==> src/rtl/prog_loader_pkg.sv <==
// Shared types and constants for the byte-stream program loader.
// Holds the FSM state encoding, the default frame marker and a state-class helper.
// No logic of its own; imported by prog_loader and its sub-module.
package prog_loader_pkg;

  typedef enum logic [2:0] {
    S_IDLE = 3'd0,
    S_ADDR = 3'd1,
    S_LEN  = 3'd2,
    S_DATA = 3'd3,
    S_CSUM = 3'd4,
    S_DONE = 3'd5,
    S_ERR  = 3'd6
  } state_t;

  localparam logic [7:0] SYNC_DEFAULT = 8'hA5;

  // True while a frame is in progress and the idle timeout is armed.
  function automatic logic frame_active(input state_t s);
    return (s == S_ADDR) || (s == S_LEN) || (s == S_DATA) || (s == S_CSUM);
  endfunction

endpackage

==> src/rtl/prog_loader_timeout.sv <==
// Idle-cycle counter for the loader: counts while enabled, clears on request.
// Latency: expire_o is combinational from the count and enable, no extra delay.
// Backpressure: none; the parent decides what an expiry means.
// Ports: clk, rst (async, active-high), clr_i (zero the count), en_i (count one
//   idle cycle), expire_o (count is at TIMEOUT-1 and another idle cycle is seen).
module loader_timeout #(
  parameter int TIMEOUT = 1024
) (
  input  logic clk,
  input  logic rst,
  input  logic clr_i,
  input  logic en_i,
  output logic expire_o
);

  localparam int CW = (TIMEOUT > 2) ? $clog2(TIMEOUT) : 1;
  localparam logic [CW-1:0] LAST = CW'(TIMEOUT - 1);

  logic [CW-1:0] cnt_q, cnt_d;

  always_comb begin
    cnt_d = cnt_q;
    if (clr_i) begin
      cnt_d = '0;
    end else if (en_i) begin
      cnt_d = cnt_q + CW'(1);
    end
  end

  always_ff @(posedge clk or posedge rst) begin
    if (rst) begin
      cnt_q <= '0;
    end else begin
      cnt_q <= cnt_d;
    end
  end

  assign expire_o = en_i && (cnt_q == LAST);

endmodule

==> src/rtl/prog_loader.sv <==
// Byte-stream program loader: parses SYNC/ADDR/LEN/payload/CSUM frames into RAM writes.
// Latency: RAM write one cycle after each payload handshake; done/err one cycle after CSUM.
// Backpressure: in_ready low only in the one-cycle DONE/ERR states and during reset.
// Ports: clk, rst (async, active-high); in_valid/in_data/in_ready byte stream;
//   mem_we/mem_addr/mem_wdata RAM write port; cpu_hold CPU reset request;
//   load_done/load_err one-cycle result pulses.
module prog_loader
  import prog_loader_pkg::*;
#(
  parameter int         ADDR_W    = 8,
  parameter int         TIMEOUT   = 1024,
  parameter logic [7:0] SYNC_BYTE = SYNC_DEFAULT
) (
  input  logic              clk,
  input  logic              rst,
  input  logic              in_valid,
  input  logic [7:0]        in_data,
  output logic              in_ready,
  output logic              mem_we,
  output logic [ADDR_W-1:0] mem_addr,
  output logic [7:0]        mem_wdata,
  output logic              cpu_hold,
  output logic              load_done,
  output logic              load_err
);

  state_t            state_q, state_d;
  logic [ADDR_W-1:0] ptr_q, ptr_d;
  logic [7:0]        sum_q, sum_d;
  logic [7:0]        cnt_q, cnt_d;
  logic              hold_q, hold_d;
  logic              we_q, we_d;
  logic [ADDR_W-1:0] waddr_q, waddr_d;
  logic [7:0]        wdata_q, wdata_d;

  logic hs;
  logic in_frame;
  logic tmo_expire;

  // Gated with rst so the stream sees not-ready while reset is held.
  assign in_ready = !rst && (state_q != S_DONE) && (state_q != S_ERR);
  assign hs       = in_valid && in_ready;
  assign in_frame = frame_active(state_q);

  loader_timeout #(
    .TIMEOUT (TIMEOUT)
  ) u_timeout (
    .clk      (clk),
    .rst      (rst),
    .clr_i    (!in_frame || hs),
    .en_i     (in_frame && !hs),
    .expire_o (tmo_expire)
  );

  always_comb begin
    state_d = state_q;
    ptr_d   = ptr_q;
    sum_d   = sum_q;
    cnt_d   = cnt_q;
    hold_d  = hold_q;
    we_d    = 1'b0;
    waddr_d = waddr_q;
    wdata_d = wdata_q;

    case (state_q)
      S_IDLE: begin
        if (hs && (in_data == SYNC_BYTE)) begin
          state_d = S_ADDR;
          hold_d  = 1'b1;
        end
      end
      S_ADDR: begin
        if (hs) begin
          ptr_d   = ADDR_W'(in_data);
          sum_d   = in_data;
          state_d = S_LEN;
        end
      end
      S_LEN: begin
        if (hs) begin
          cnt_d   = in_data;
          sum_d   = sum_q + in_data;
          state_d = (in_data != 8'd0) ? S_DATA : S_CSUM;
        end
      end
      S_DATA: begin
        if (hs) begin
          we_d    = 1'b1;
          waddr_d = ptr_q;
          wdata_d = in_data;
          ptr_d   = ptr_q + ADDR_W'(1);
          sum_d   = sum_q + in_data;
          cnt_d   = cnt_q - 8'd1;
          if (cnt_q == 8'd1) begin
            state_d = S_CSUM;
          end
        end
      end
      S_CSUM: begin
        if (hs) begin
          if (in_data == sum_q) begin
            state_d = S_DONE;
            // Cleared on entry so the CPU is released in the DONE cycle itself.
            hold_d  = 1'b0;
          end else begin
            state_d = S_ERR;
          end
        end
      end
      S_DONE:  state_d = S_IDLE;
      S_ERR:   state_d = S_IDLE;
      default: state_d = S_IDLE;
    endcase

    // Expiry only fires in a cycle with no handshake, so nothing above changed.
    if (tmo_expire) begin
      state_d = S_ERR;
    end
  end

  always_ff @(posedge clk or posedge rst) begin
    if (rst) begin
      state_q <= S_IDLE;
      ptr_q   <= '0;
      sum_q   <= '0;
      cnt_q   <= '0;
      hold_q  <= 1'b0;
      we_q    <= 1'b0;
      waddr_q <= '0;
      wdata_q <= '0;
    end else begin
      state_q <= state_d;
      ptr_q   <= ptr_d;
      sum_q   <= sum_d;
      cnt_q   <= cnt_d;
      hold_q  <= hold_d;
      we_q    <= we_d;
      waddr_q <= waddr_d;
      wdata_q <= wdata_d;
    end
  end

  assign mem_we    = we_q;
  assign mem_addr  = waddr_q;
  assign mem_wdata = wdata_q;
  assign cpu_hold  = hold_q;
  assign load_done = (state_q == S_DONE);
  assign load_err  = (state_q == S_ERR);

endmodule

==> config.mk <==
export PLATFORM = sky130hd
export DESIGN_NAME = prog_loader
export DESIGN_NICKNAME = d
export VERILOG_FILES = /design/src/rtl/prog_loader_pkg.sv /design/src/rtl/prog_loader_timeout.sv /design/src/rtl/prog_loader.sv
export SDC_FILE = /design/constraint.sdc
export NUM_CORES = 1
export LEC_CHECK = 0
export BUFFER_PORTS_ARGS = -buffer_cell sky130_fd_sc_hd__buf_2
export CAP_MARGIN = 20
export CORE_MARGIN = 1
export CORE_UTILIZATION = 28
export DETAILED_ROUTE_END_ITERATION = 10
export GPL_ROUTABILITY_DRIVEN = 1
export HOLD_SLACK_MARGIN = 0.1
export RECOVER_POWER = 100
export SYNTH_ARGS = -nofsm -noshare
export SYNTH_HDL_FRONTEND = slang
export SYNTH_HIERARCHICAL = 1
export SYNTH_SLANG_ARGS = --single-unit
==> constraint.sdc <==
create_clock -name clk -period 3.65 [get_ports clk]
set_input_delay 0.365 -clock clk [delete_from_list [all_inputs] [get_ports clk]]
set_output_delay 0.365 -clock clk [all_outputs]
set_load 0.03 [all_outputs]
=== Word level (Yosys, flattened, before mapping) ===
Index checks and enable logic that the tools add are counted.

* Bits in registers: 55
* Input bits: 11
* Output and inout port bits: 21
* Word-level logic and storage cells: 90

* Add/subtract/negate cells: 4
* Equal/unequal tests: 25
* Multiplexer cells: 25
* Reductions and logical operators: 27

{| class="wikitable"
|+ Operators by type and width
! operator !! number
|-
| one-hot mux 8 bit (2 select lines) || 3
|-
| 2-to-1 mux 8 bit || 4
|-
| 2-to-1 mux 3 bit || 8
|-
| != test 3 bit, second input constant || 7
|-
| 2-to-1 mux 10 bit || 2
|-
| one-hot mux 3 bit (5 select lines) || 1
|-
| adder 10 x 1 -> 10 bit, second input constant || 1
|-
| == test 10 bit, second input constant || 1
|-
| != test 2 bit, second input constant || 5
|-
| nonzero test 2 bit || 5
|-
| == test 3 bit, second input constant || 3
|-
| AND reduction 3 bit || 3
|-
| adder 8 x 1 -> 8 bit, second input constant || 1
|-
| adder 8 bit || 1
|-
| == test 8 x 1 -> 1 bit, second input constant || 1
|-
| == test 8 bit || 1
|-
| == test 8 bit, second input constant || 1
|-
| nonzero test 8 bit || 1
|-
| subtractor 8 x 1 -> 8 bit, second input constant || 1
|-
| == test 3 x 2 -> 1 bit, second input constant || 2
|-
| logical AND 1 bit || 6
|-
| AND reduction 6 bit || 1
|-
| 2-to-1 mux 1 bit || 5
|-
| logical OR 1 bit || 4
|-
| other kinds (10) || 13
|}

=== Depth between registers and ports, before layout ===
Gate-level depths: netlist of run 1.

* Depth in word-level cells: 9
* Depth in mapped cells: 9
* Gate-level depth less buffers: 9

=== Hierarchy ===
Netlist of run 1, hierarchy kept.

{| class="wikitable"
|+ Modules (own cells, without submodules)
! module !! times used !! cells an instance !! area each (um2) !! seq. area each (um2)
|-
| prog_loader || 1 || 284 || 2601.2 || 1126.1
|-
| loader_timeout || 1 || 51 || 516.7 || 250.2
|}

=== Least setup slack after synthesis of run 1 ===
OpenSTA, ideal clock, no wires.

* Path type: input-to-reg
* Start point: input rst
* End point: register u_timeout.cnt_q[7]
* Setup time: 78 ps
* Arrival time: 2604 ps
* Required time: 3572 ps
* Slack: 968 ps
* Stages: 6
* Buffers on the path: 0
* Path through: inv_1 -> nand2_1 -> nand2_1 -> o2111ai_4 -> or4_1 -> a21oi_1

* Longest elaborated chain between the ends: 7
* Elaborated cells between the ends (all ways): 9
* Those cells by class: mux (1); reduce/logical (8)

{| class="wikitable"
|+ RTL lines
! what !! line !! source
|-
| start, declared || prog_loader.sv:15 || <nowiki>input logic rst,</nowiki>
|-
| zero test 1 bit (no source line) (*) || -- ||
|-
| logical AND 1 bit (*) (2 in a row) || prog_loader.sv:41 || <nowiki>assign in_ready = !rst && (state_q != S_DONE) && (state_q != S_ERR);</nowiki>
|-
| logical AND 1 bit (*) || prog_loader.sv:42 || <nowiki>assign hs = in_valid && in_ready;</nowiki>
|-
| zero test 1 bit || prog_loader.sv:51 || <nowiki>.en_i (in_frame && !hs),</nowiki>
|-
| logical AND 1 bit || prog_loader.sv:51 ||
|-
| nonzero test 2 bit (no source line) || -- ||
|-
| end signal, assigned || prog_loader_timeout.sv:34 || <nowiki>cnt_q <= cnt_d;</nowiki>
|-
| end, declared || prog_loader_timeout.sv:19 || <nowiki>logic [CW-1:0] cnt_q, cnt_d;</nowiki>
|}

Mark *: on every way between the ends. The rest lies on a longest branch, timed or not.
A chain may end at the register's enable or synchronous reset.

=== Worst setup path in the final report of run 1 ===
* Start point: input rst
* End point: register waddr_q[1] (netlist: mem_addr[1])

* Longest elaborated chain between the ends: 5

{| class="wikitable"
|+ RTL lines
! what !! line !! source
|-
| zero test 1 bit (no source line) || -- ||
|-
| logical AND 1 bit (2 in a row) || prog_loader.sv:41 ||
|-
| logical AND 1 bit || prog_loader.sv:42 ||
|-
| AND reduction 2 bit (no source line) || -- ||
|-
| end signal, assigned || prog_loader.sv:138 || <nowiki>waddr_q <= waddr_d;</nowiki>
|-
| end, declared || prog_loader.sv:33 || <nowiki>logic [ADDR_W-1:0] waddr_q, waddr_d;</nowiki>
|}

No other way between the ends.

==> qor.yml, run 1 <==
power:
  leakagePower_uw: 0.001467
  p_per_area_nw_per_um2: 407.0
  ir_drop_v: 0.0001905
cts:
  root_buffer: "clkbuf_8"
  clockBufferDepth: 2
  clk_latency_ns: 0.32
  hold_buffers: 1
  cts-resized-gates: 0
  cts.clk_slew.worst_paths_ns: 0.11
  cts.sinks: 55
  htree_levels: 2
  cts_setup_buffers: 0
  cts_tree: "done"
  cts_buffers: 5
setup_path:
  worstPathRequired_ns: 3.85
  path_buf_inv: 2
  critPathTopFamily: "simple AND/OR/NAND/NOR gates"
  cp-start-kind: "input pin"
  crit_fanout: 18
  crit_path_end_kind: "flop"
  worst_path_max_delay_cell: "and2_0"
  ff2ff_setup_slack_ns: 0.77
  path_class: "in2reg"
  path_cells: "dlygate4sd3_1, clkbuf_1, and2b_1, and2_0, nand2_1, mux2_1"
  slowest_delay_ns: 0.70
  worstPathArrival_ns: 3.26
yosys:
  synth_top_area_cell: "dfrtp_1"
  synth.top_cells.by_area: "dfrtp_1, mux2_1, ha_1"
  ys_seq_elements: 55
  synth.most_common_cell: "dfrtp_1"
  synthesis.nets: 358
  synth_common_cells: "dfrtp_1, nand2_1, nor2_1, a21oi_1, mux2_1"
  netlist_area_um2: 3118
  synth.avg_cell_area_um2: 9.307
  synth_seq_area_share: 0.4414
  synth.distinct_cells: 53
  async_flop_share: 1.000
  syn_inst: 335
  synth_edf_count: 0
  synth.top_cell.area_share: 0.4414
  synth_warnings: 6
  synth_ff_type: "dfrtp_1"
placement:
  numPortBuffers: 31
  postPlaceCellArea_um2: 3396
  gp_congestion: 0.8505
  dp_hpwl_um: 4961
  placed_cells: 493
timing:
  relSlewSlack: 0.3321
  fin_worst_skew_ns: 0.01344
  tightest_slew_ns: 1.001
  tns_ns: 0
  min_period_ns: 3.054
  finalHoldViolations: 0
  rsz0062_at_grt: "no"
  finalCritPeriodShare: 0.8368
  slew_violations: 0
  timing.fmax_ghz: 0.3274
  setup_viol: 0
global_routing:
  use_met3: 0.02663
  top_usage_layer: "met2"
  grt_pass1_vias: 2507
  use_met2: 0.2138
  grt_max_degree: 46
  grtUsageTotal: 0.1322
  grt_overflow_total: 0
  grt_pass1_wl_um: 12060
  antenna_found_initial: 0
  use_met1: 0.1739
drt:
  postRouteAntennaNets: 0
  drt-vias-per-instance: 5.177
  wl_per_cell_um: 14.09
  drc: 0
  vias: 2599
  drtIter0Drc: 121
  drt-total-wl_um: 7072
  dr.pass1.iters: 4
die:
  dieHeight_um: 107.5
  core_area_um2: 10840
  die_area_um2: 11560
  initial_utilization: 0.2876
  placementRows: 38
  ioPinCount: 32
  die_w_um: 107.5
finish:
  fin_area_um2: 3455
  drive_gt1_frac: 0.06630
  finish.net_count: 384
  syn2layout_area_growth_pct: 10.79
  final_cells: 502
  diodes: 0
worst_hold_path:
  min_path_type: "in2reg"
flow_run:
  cap_violations: 0
run_status:
  status: "completed"
[path summary, 6_finish.rpt]
check / from / endpoint / depth (start not counted)
min: in_data[0] / sum_q[0]$_DFFE_PP0P_ / 3
max in group asynchronous: rst / mem_addr[1]$_DFFE_PP0P_ / 4
max: rst / mem_addr[1]$_DFFE_PP0P_ / 6
min reg2reg: mem_addr[3]$_DFFE_PP0P_ / mem_addr[3]$_DFFE_PP0P_ / 1
max reg2reg: state_q[1]$_DFFE_PP0P_ / u_timeout/cnt_q[9]$_DFFE_PP0P_ / 7
min in group asynchronous: rst / u_timeout/cnt_q[4]$_DFFE_PP0P_ / 3
[registers in the layout (all words and copies together) (netlist names)]
register and count:
ptr_q 8, mem_wdata 8, state_q 3, mem_addr 8, u_timeout/cnt_q 10, cnt_q 8
cpu_hold 1, mem_we 1, sum_q 8
[kinds of logic (layout without fill, tap and decap cells)]
group	after synthesis	in the layout	synth area share
xor+xnor	7	7	0.01966
compound gates	94	94	0.1938
flops	55	55	0.4414
mux	20	20	0.07143
simple gates	120	120	0.1870
buf+inv	27	54	0.03612
fa+ha+maj	12	12	0.05056
[per-layer routing]
layer | part of all wire | vias up | wire (um)
li1 | - | 1266 | -
met1 | 0.47 | 1238 | 3340
met2 | 0.46 | 82 | 3238
met3 | 0.050 | 13 | 353
met4 | 0.020 | 0 | 139
met5 | 0 | - | 0
[final cells by class]
class	instances	area, um2
fill	1166	7386
multi-input combinational	253	1607
sequential	55	1376
tap	140	175.2
timing repair buffer	34	148.9
clock buffer	5	68.82
inverter	12	45.04
clock inverter	3	33.78
[worst register-to-register path, delay by kind of cell, from the launching register on]
| kind | cells | cell delay, ns |
|---|---|---|
| flops | 1 | 0.50 |
| xor+xnor | 1 | 0.18 |
| simple gates | 3 | 1.34 |
| buf+inv | 1 | 0.28 |
| compound gates | 2 | 0.51 |
[per-stage QoR]
step           power, uW  utilization  setup WS, ns  hold slack [ns]
2_1_floorplan      973.2            -        0.9676           0.2052
3_3_place_gp        1040       0.3133         1.100           0.3976
3_5_place_dp        1051       0.3133        0.9347           0.4079
4_1_cts             1436       0.3236        0.9160           0.3900
5_1_grt             1504       0.3187        0.4228           0.3923
6_report            1406       0.3187        0.5957           0.4005
[placed cells by master, fill, tap and decap left out, types with 6 or more instances in the layout]
cell type  count
nand3_1        9
nor2_1        28
a21oi_1       26
mux2_1        16
nor3_1        12
ha_1          11
dfrtp_1       55
inv_1         10
o21a_1         8
clkbuf_1      23
buf_2          9
nand2_1       37
o31ai_1        6
o21ai_1        6
o21ai_0       20
nor2b_1        7
[report_power, final]
group | switching, uW | internal, uW | total [uW]
clock network | 227 | 145 | 372
logic | 174 | 132 | 306
registers | 58.9 | 669 | 728
total | 460 | 946 | 1410
Power figures use the tool's default switching activity.
==> run 2, diff against run 1 <==
--- a/config.mk
+++ b/config.mk
@@ -5,6 +5,7 @@
 export SDC_FILE = /design/constraint.sdc
 export NUM_CORES = 1
 export LEC_CHECK = 0
+export ABC_AREA = 1
 export BUFFER_PORTS_ARGS = -buffer_cell sky130_fd_sc_hd__buf_2
 export CAP_MARGIN = 20
 export CORE_MARGIN = 1
==> constraint.sdc (replaced) <==
create_clock -name clk -period 2.83 [get_ports clk]
set_input_delay 0.283 -clock clk [delete_from_list [all_inputs] [get_ports clk]]
set_output_delay 0.283 -clock clk [all_outputs]
set_load 0.03 [all_outputs]
==> run 2 against run 1 <==
Global-route usage is 0.21 points higher. Worst setup slack lost 0.15 ns. Non-clock buffer count is 1 lower. Total power increased to 2.9 times the previous value. Utilization is 0.21 points lower. Sequential power is 85% higher. Critical path type is now in2out.
==> qor.yml, run 2 <==
drt:
  dr.pass1.iters: 4
  drtIter0Drc: 147
  vias: 3004
  drt-total-wl_um: 7935
  wl_per_cell_um: 12.21
  postRouteAntennaNets: 0
  drt-vias-per-instance: 4.622
  drc: 0
die:
  initial_utilization: 0.2872
  ioPinCount: 32
  dieHeight_um: 112.8
  die_area_um2: 12720
  placementRows: 40
  die_w_um: 112.8
  core_area_um2: 11960
yosys:
  synth.most_common_cell: "nand2_1"
  synth.top_cell.area_share: 0.4006
  synth_compound_area_frac: 0.1067
  synth.avg_cell_area_um2: 7.295
  muxShareOfSynthArea: 0
  async_flop_share: 1.000
  synth.distinct_cells: 37
  synthAdderAreaFrac: 0.04588
  synth.top_cells.by_area: "dfrtp_1, nand2_1, inv_1"
  synth_common_cells: "nand2_1, inv_1, dfrtp_1, nor2_1, nand3_1"
  synth_top_family_by_area: "simple AND/OR/NAND/NOR gates"
  synth_xor_area_frac: 0.01529
  synth_warnings: 6
  synthesis.nets: 494
  synth_top_area_cell: "dfrtp_1"
  ys_seq_elements: 55
  synth_seq_area_share: 0.4006
  synth_ff_type: "dfrtp_1"
  syn_inst: 471
  synth-simple-area-share: 0.3343
  netlist_area_um2: 3436
  synth_edf_count: 0
timing:
  fin_worst_skew_ns: 0.008988
  tns_ns: 0
  finalHoldViolations: 0
  timing.fmax_ghz: 0.4201
  setup_ws_ns: 0.4498
  setup_viol: 0
  tightest_slew_ns: 0.8271
  rsz0062_at_grt: "no"
  relSlewSlack: 0.4466
  min_period_ns: 2.380
  slew_violations: 0
  holdWs_ns: 0.3004
  finalCritPeriodShare: 0.8411
worst_hold_path:
  hold-path-endpoint: "mem_wdata[3]$_DFFE_PP0P_"
  worstHoldPathCells: 3
  hold_start: "in_data[3]"
  min_path_type: "in2reg"
setup_path:
  worstPathRequired_ns: 2.55
  crit_fanout: 46
  cp-start-kind: "input pin"
  r2r_end: "ptr_q[3]$_DFFE_PP0P_"
  path_class: "in2out"
  ff2ff_setup_slack_ns: 0.45
  worst_r2r_path_depth: 7
  crit_path_end_kind: "output pin"
  rr_startpoint: "state_q[1]$_DFFE_PP0P_"
  worstPathArrival_ns: 2.10
cts:
  cts-resized-gates: 0
  cts_tree: "done"
  cts.clk_slew.worst_paths_ns: 0.07
  root_buffer: "clkbuf_16"
  cts.sinks: 55
  htree_levels: 2
  clk_latency_ns: 0.30
  clockBufferDepth: 2
  cts_buffers: 5
global_routing:
  grtUsageTotal: 0.1343
  grt_pass1_wl_um: 13520
  grt_overflow_total: 0
  grt_pass1_vias: 2865
  grt_max_degree: 47
  antenna_found_initial: 0
power:
  leakagePower_uw: 0.001924
  p_per_area_nw_per_um2: 1060
  ir_drop_v: 0.0003396
finish:
  diodes: 0
  layout_commonest_cell: "nand2_1"
  regArea_um2: 1376
  drive_gt1_frac: 0.05567
  regMostFlops: "u_timeout/cnt_q"
  multi_input_area_um2: 1648
  largest_reg_flops: 10
  fin_util: 0.3165
  finish.net_count: 525
  syn2layout_area_growth_pct: 10.20
  nFillCells: 1308
  final_cell_mix: "nand2_1, inv_1, dfrtp_1"
run_status:
  status: "completed"
placement:
  gp_congestion: 0.8616
  dp_hpwl_um: 5955
  numPortBuffers: 31
  pre_cts_ws_ns: 0.6410
flow_run:
  cap_violations: 0
==> run 2: critical path: stages <==
cell and delay, ns:
dlygate4sd3_1 0.53, clkbuf_1 0.11, inv_1 0.07, buf_4 0.50
nand2_1 0.11, nor2_1 0.16, clkbuf_1 0.33
==> run 2: timing repair <==
action / 4_1_cts / 5_1_grt
setup endpoints to repair: 0 / 0
hold endpoints to repair: 10 / 0
buffers inserted: 0 / 0
hold buffers: 1 / 0
==> run 2: kinds of logic (layout without fill, tap and decap cells) <==
group,count (synthesis),count (layout)
adders and majority gates,12,12
xor gates and xnor gates,6,6
AOI/OAI and AO/OA,68,68
and+or+nand+nor,254,254
DFF,55,55
buffers and inverters,76,108
==> run 2: routing by layer <==
layer	GRT usage	wire [um]	vias up
met5	0	0	-
met4	0.04444	139	0
met3	0.02678	307	12
met2	0.2247	3742	48
met1	0.1735	3746	1391
li1	-	-	1553
==> run 2: worst max path at each step <==
stage,start,end,depth (start not counted),slack [ns]
4_1_cts,rst,in_ready,7,0.49
3_5_place_dp,state_q[0]$_DFFE_PP0P_,state_q[0]$_DFFE_PP0P_,13,0.64
2_1_floorplan,rst,u_timeout/cnt_q[4]$_DFFE_PP0P_,10,0.26
6_report,rst,in_ready,7,0.45
5_1_grt,state_q[1]$_DFFE_PP0P_,ptr_q[3]$_DFFE_PP0P_,7,0.14
3_3_place_gp,state_q[0]$_DFFE_PP0P_,state_q[0]$_DFFE_PP0P_,13,0.73
==> run 2: layout make-up <==
| type | count | share of cell area |
|---|---|---|
| Timing Repair Buffer | 33 | 0.03866 |
| Tap cell | 147 | 0.04858 |
| Clock buffer | 6 | 0.03668 |
| Multi-Input combinational cell | 340 | 0.4352 |
| Inverter | 67 | 0.06709 |
| Clock inverter | 2 | 0.01024 |
| Sequential cell | 55 | 0.3635 |
==> run 2: per-stage QoR <==
| step | area [um2] | total power (uW) | cells |
|---|---|---|---|
| floorplan | 3436 | 2961 | 471 |
| global placement | 3702 | 3367 | 641 |
| detailed placement | 3702 | 3409 | 641 |
| CTS | 3890 | 4170 | 650 |
| global route | 3786 | 4395 | 650 |
| finish | 3786 | 4014 | 650 |
==> run 2: power by group <==
part           leakage (uW)  internal, uW  switching (uW)
Sequential         0.000698          1110             247
Combinational       0.00114           588            1330
Clock             0.0000875           446             301
==> run 3, diff against run 2 <==
==> constraint.sdc (replaced) <==
create_clock -name clk -period 2.1 [get_ports clk]
set_input_delay 0.21 -clock clk [delete_from_list [all_inputs] [get_ports clk]]
set_output_delay 0.21 -clock clk [all_outputs]
set_load 0.03 [all_outputs]
==> run 3 against run 2 <==
Routed wire length is 1.1% higher. Cell count rose by 0.62%. Sequential cell count unchanged. Largest power group unchanged.
==> qor.yml, run 3 (same netlist as run 2, synthesis figures left out) <==
setup_path:
  critPathTopFamily: "simple AND/OR/NAND/NOR gates"
  worst_r2r_path_depth: 13
  worstPathRequired_ns: 2.28
  crit_path_end_kind: "flop"
  slowest_delay_ns: 0.43
  path_class: "reg2reg"
  crit_start: "state_q[0]$_DFFE_PP0P_"
  worstPathArrival_ns: 2.07
  setup.worst_path.end: "state_q[0]$_DFFE_PP0P_"
  cp-start-kind: "flop"
  path_buf_inv: 4
  r2r_end: "state_q[0]$_DFFE_PP0P_"
  path_cells: "nor2_1, inv_1, nor2_1, nor2_1, nand2_4, inv_4, nand4_1, nor3_2, inv_1, nand2_1, inv_1, nand2_1, nand2_1"
  worst_path_max_delay_cell: "dfrtp_1"
  ff2ff_setup_slack_ns: 0.21
  rr_startpoint: "state_q[0]$_DFFE_PP0P_"
  crit_cells: 13
  crit_fanout: 6
finish:
  layout_commonest_cell: "nand2_1"
  regArea_um2: 1376
  syn2layout_area_growth_pct: 12.67
  largest_reg_flops: 10
  multi_input_area_um2: 1709
  fin_area_um2: 3871
  finish.net_count: 529
  nFillCells: 1276
  regMostFlops: "u_timeout/cnt_q"
  drive_gt1_frac: 0.08876
  diodes: 0
  final_cell_mix: "nand2_1, inv_1, dfrtp_1"
power:
  leakagePower_uw: 0.001949
  p_per_area_nw_per_um2: 1427
  ir_drop_v: 0.0004935
cts:
  clk_latency_ns: 0.29
  cts.sinks: 55
  cts-resized-gates: 0
  hold_buffers: 1
  cts.clk_slew.worst_paths_ns: 0.07
  cts_tree: "done"
  cts_setup_buffers: 0
  root_buffer: "clkbuf_16"
  clockBufferDepth: 2
  htree_levels: 2
  cts_buffers: 5
placement:
  gp_congestion: 0.8588
  numPortBuffers: 31
  postPlaceCellArea_um2: 3751
  dp_hpwl_um: 6086
die:
  die_area_um2: 12720
  ioPinCount: 32
  initial_utilization: 0.2872
  dieHeight_um: 112.8
  core_area_um2: 11960
  placementRows: 40
  die_w_um: 112.8
timing:
  holdWs_ns: 0.2421
  setup_viol: 0
  relSlewSlack: 0.2252
  finalHoldViolations: 0
  tightest_slew_ns: 1.162
  finalCritPeriodShare: 0.9004
  slew_violations: 0
  rsz0062_at_grt: "no"
  timing.fmax_ghz: 0.5289
  fin_worst_skew_ns: 0.005267
  min_period_ns: 1.891
global_routing:
  antenna_found_initial: 0
  grt_pass1_wl_um: 14280
  grt_pass1_vias: 3043
  grt_max_degree: 46
  grt_overflow_total: 0
  grtUsageTotal: 0.1383
drt:
  drt-vias-per-instance: 4.592
  vias: 3003
  postRouteAntennaNets: 0
  drc: 0
  dr.pass1.iters: 4
  drt-total-wl_um: 8020
  top_layer: "met4"
  drtIter0Drc: 160
  wl_per_cell_um: 12.26
  wl_met2_um: 3826
  route.met3.wl_um: 205
  met1Wirelength_um: 3891
flow_run:
  cap_violations: 0
worst_hold_path:
  min_path_type: "in2reg"
run_status:
  status: "completed"
[run 3: cell types whose count changed in the layout (fill, tap and decap cells not counted), moves of 2 or more]
cell	change
clkbuf_2	+2
nand2_4	+3
nor2_2	+4
o21ai_0	-2
o21ai_1	+2
nor2_1	-4
inv_1	-5
nand2_1	-3
buf_4	+2
inv_2	+3
[run 3: stage by stage]
step                      setup slack (ns)  instances    TNS, ns    util  total power (uW)
final                               0.2092        654          0  0.3236              5524
after global routing               0.02091        654          0  0.3236              6081
after CTS                           0.2053        654          0  0.3290              5667
after detailed placement            0.2254        645          0  0.3136              4663
after global placement              0.2910        645          0  0.3136              4603
after floorplan                  -0.002677        471  -0.002677       -              4019
[run 3: worst register-to-register path, stage by stage, from the launching register on]
cell	delay, ns
dfrtp_1	0.43
nor2_1	0.10
inv_1	0.16
nor2_1	0.09
nor2_1	0.21
nand2_4	0.12
inv_4	0.11
nand4_1	0.11
nor3_2	0.15
inv_1	0.09
nand2_1	0.07
inv_1	0.03
nand2_1	0.05
nand2_1	0.04
[run 3: worst min-delay path by stage]
stage	startpoint	to	slack [ns]	depth (start not counted)
5_1_grt	in_data[6]	mem_wdata[6]$_DFFE_PP0P_	0.25	3
4_1_cts	in_data[3]	mem_wdata[3]$_DFFE_PP0P_	0.24	3
3_5_place_dp	rst	u_timeout/cnt_q[1]$_DFFE_PP0P_	0.25	2
2_1_floorplan	rst	u_timeout/cnt_q[0]$_DFFE_PP0P_	0.05	1
3_3_place_gp	rst	u_timeout/cnt_q[1]$_DFFE_PP0P_	0.24	2
6_report	in_data[6]	mem_wdata[6]$_DFFE_PP0P_	0.24	3
[run 3: report_power, final]
part | total, uW | switching (uW) | leakage, uW | internal [uW]
combinational | 2730 | 1880 | 0.00116 | 850
clock | 977 | 383 | 0.0000868 | 594
sequential | 1810 | 324 | 0.000698 | 1490
total | 5520 | 2590 | 0.00195 | 2930
[run 3: area by class of cell]
type                       count  area share
multi-input combinational    340      0.4415
sequential                    55      0.3555
inverter                      67     0.06658
tap                          147     0.04751
timing repair buffer          37     0.04396
clock buffer                   6     0.03588
clock inverter                 2    0.009050
[run 3: per-layer routing]
layer | track usage | vias up
met5 | 0 | -
met4 | 0.03289 | 0
met3 | 0.02517 | 8
met2 | 0.2424 | 35
met1 | 0.1761 | 1389
li1 | - | 1571
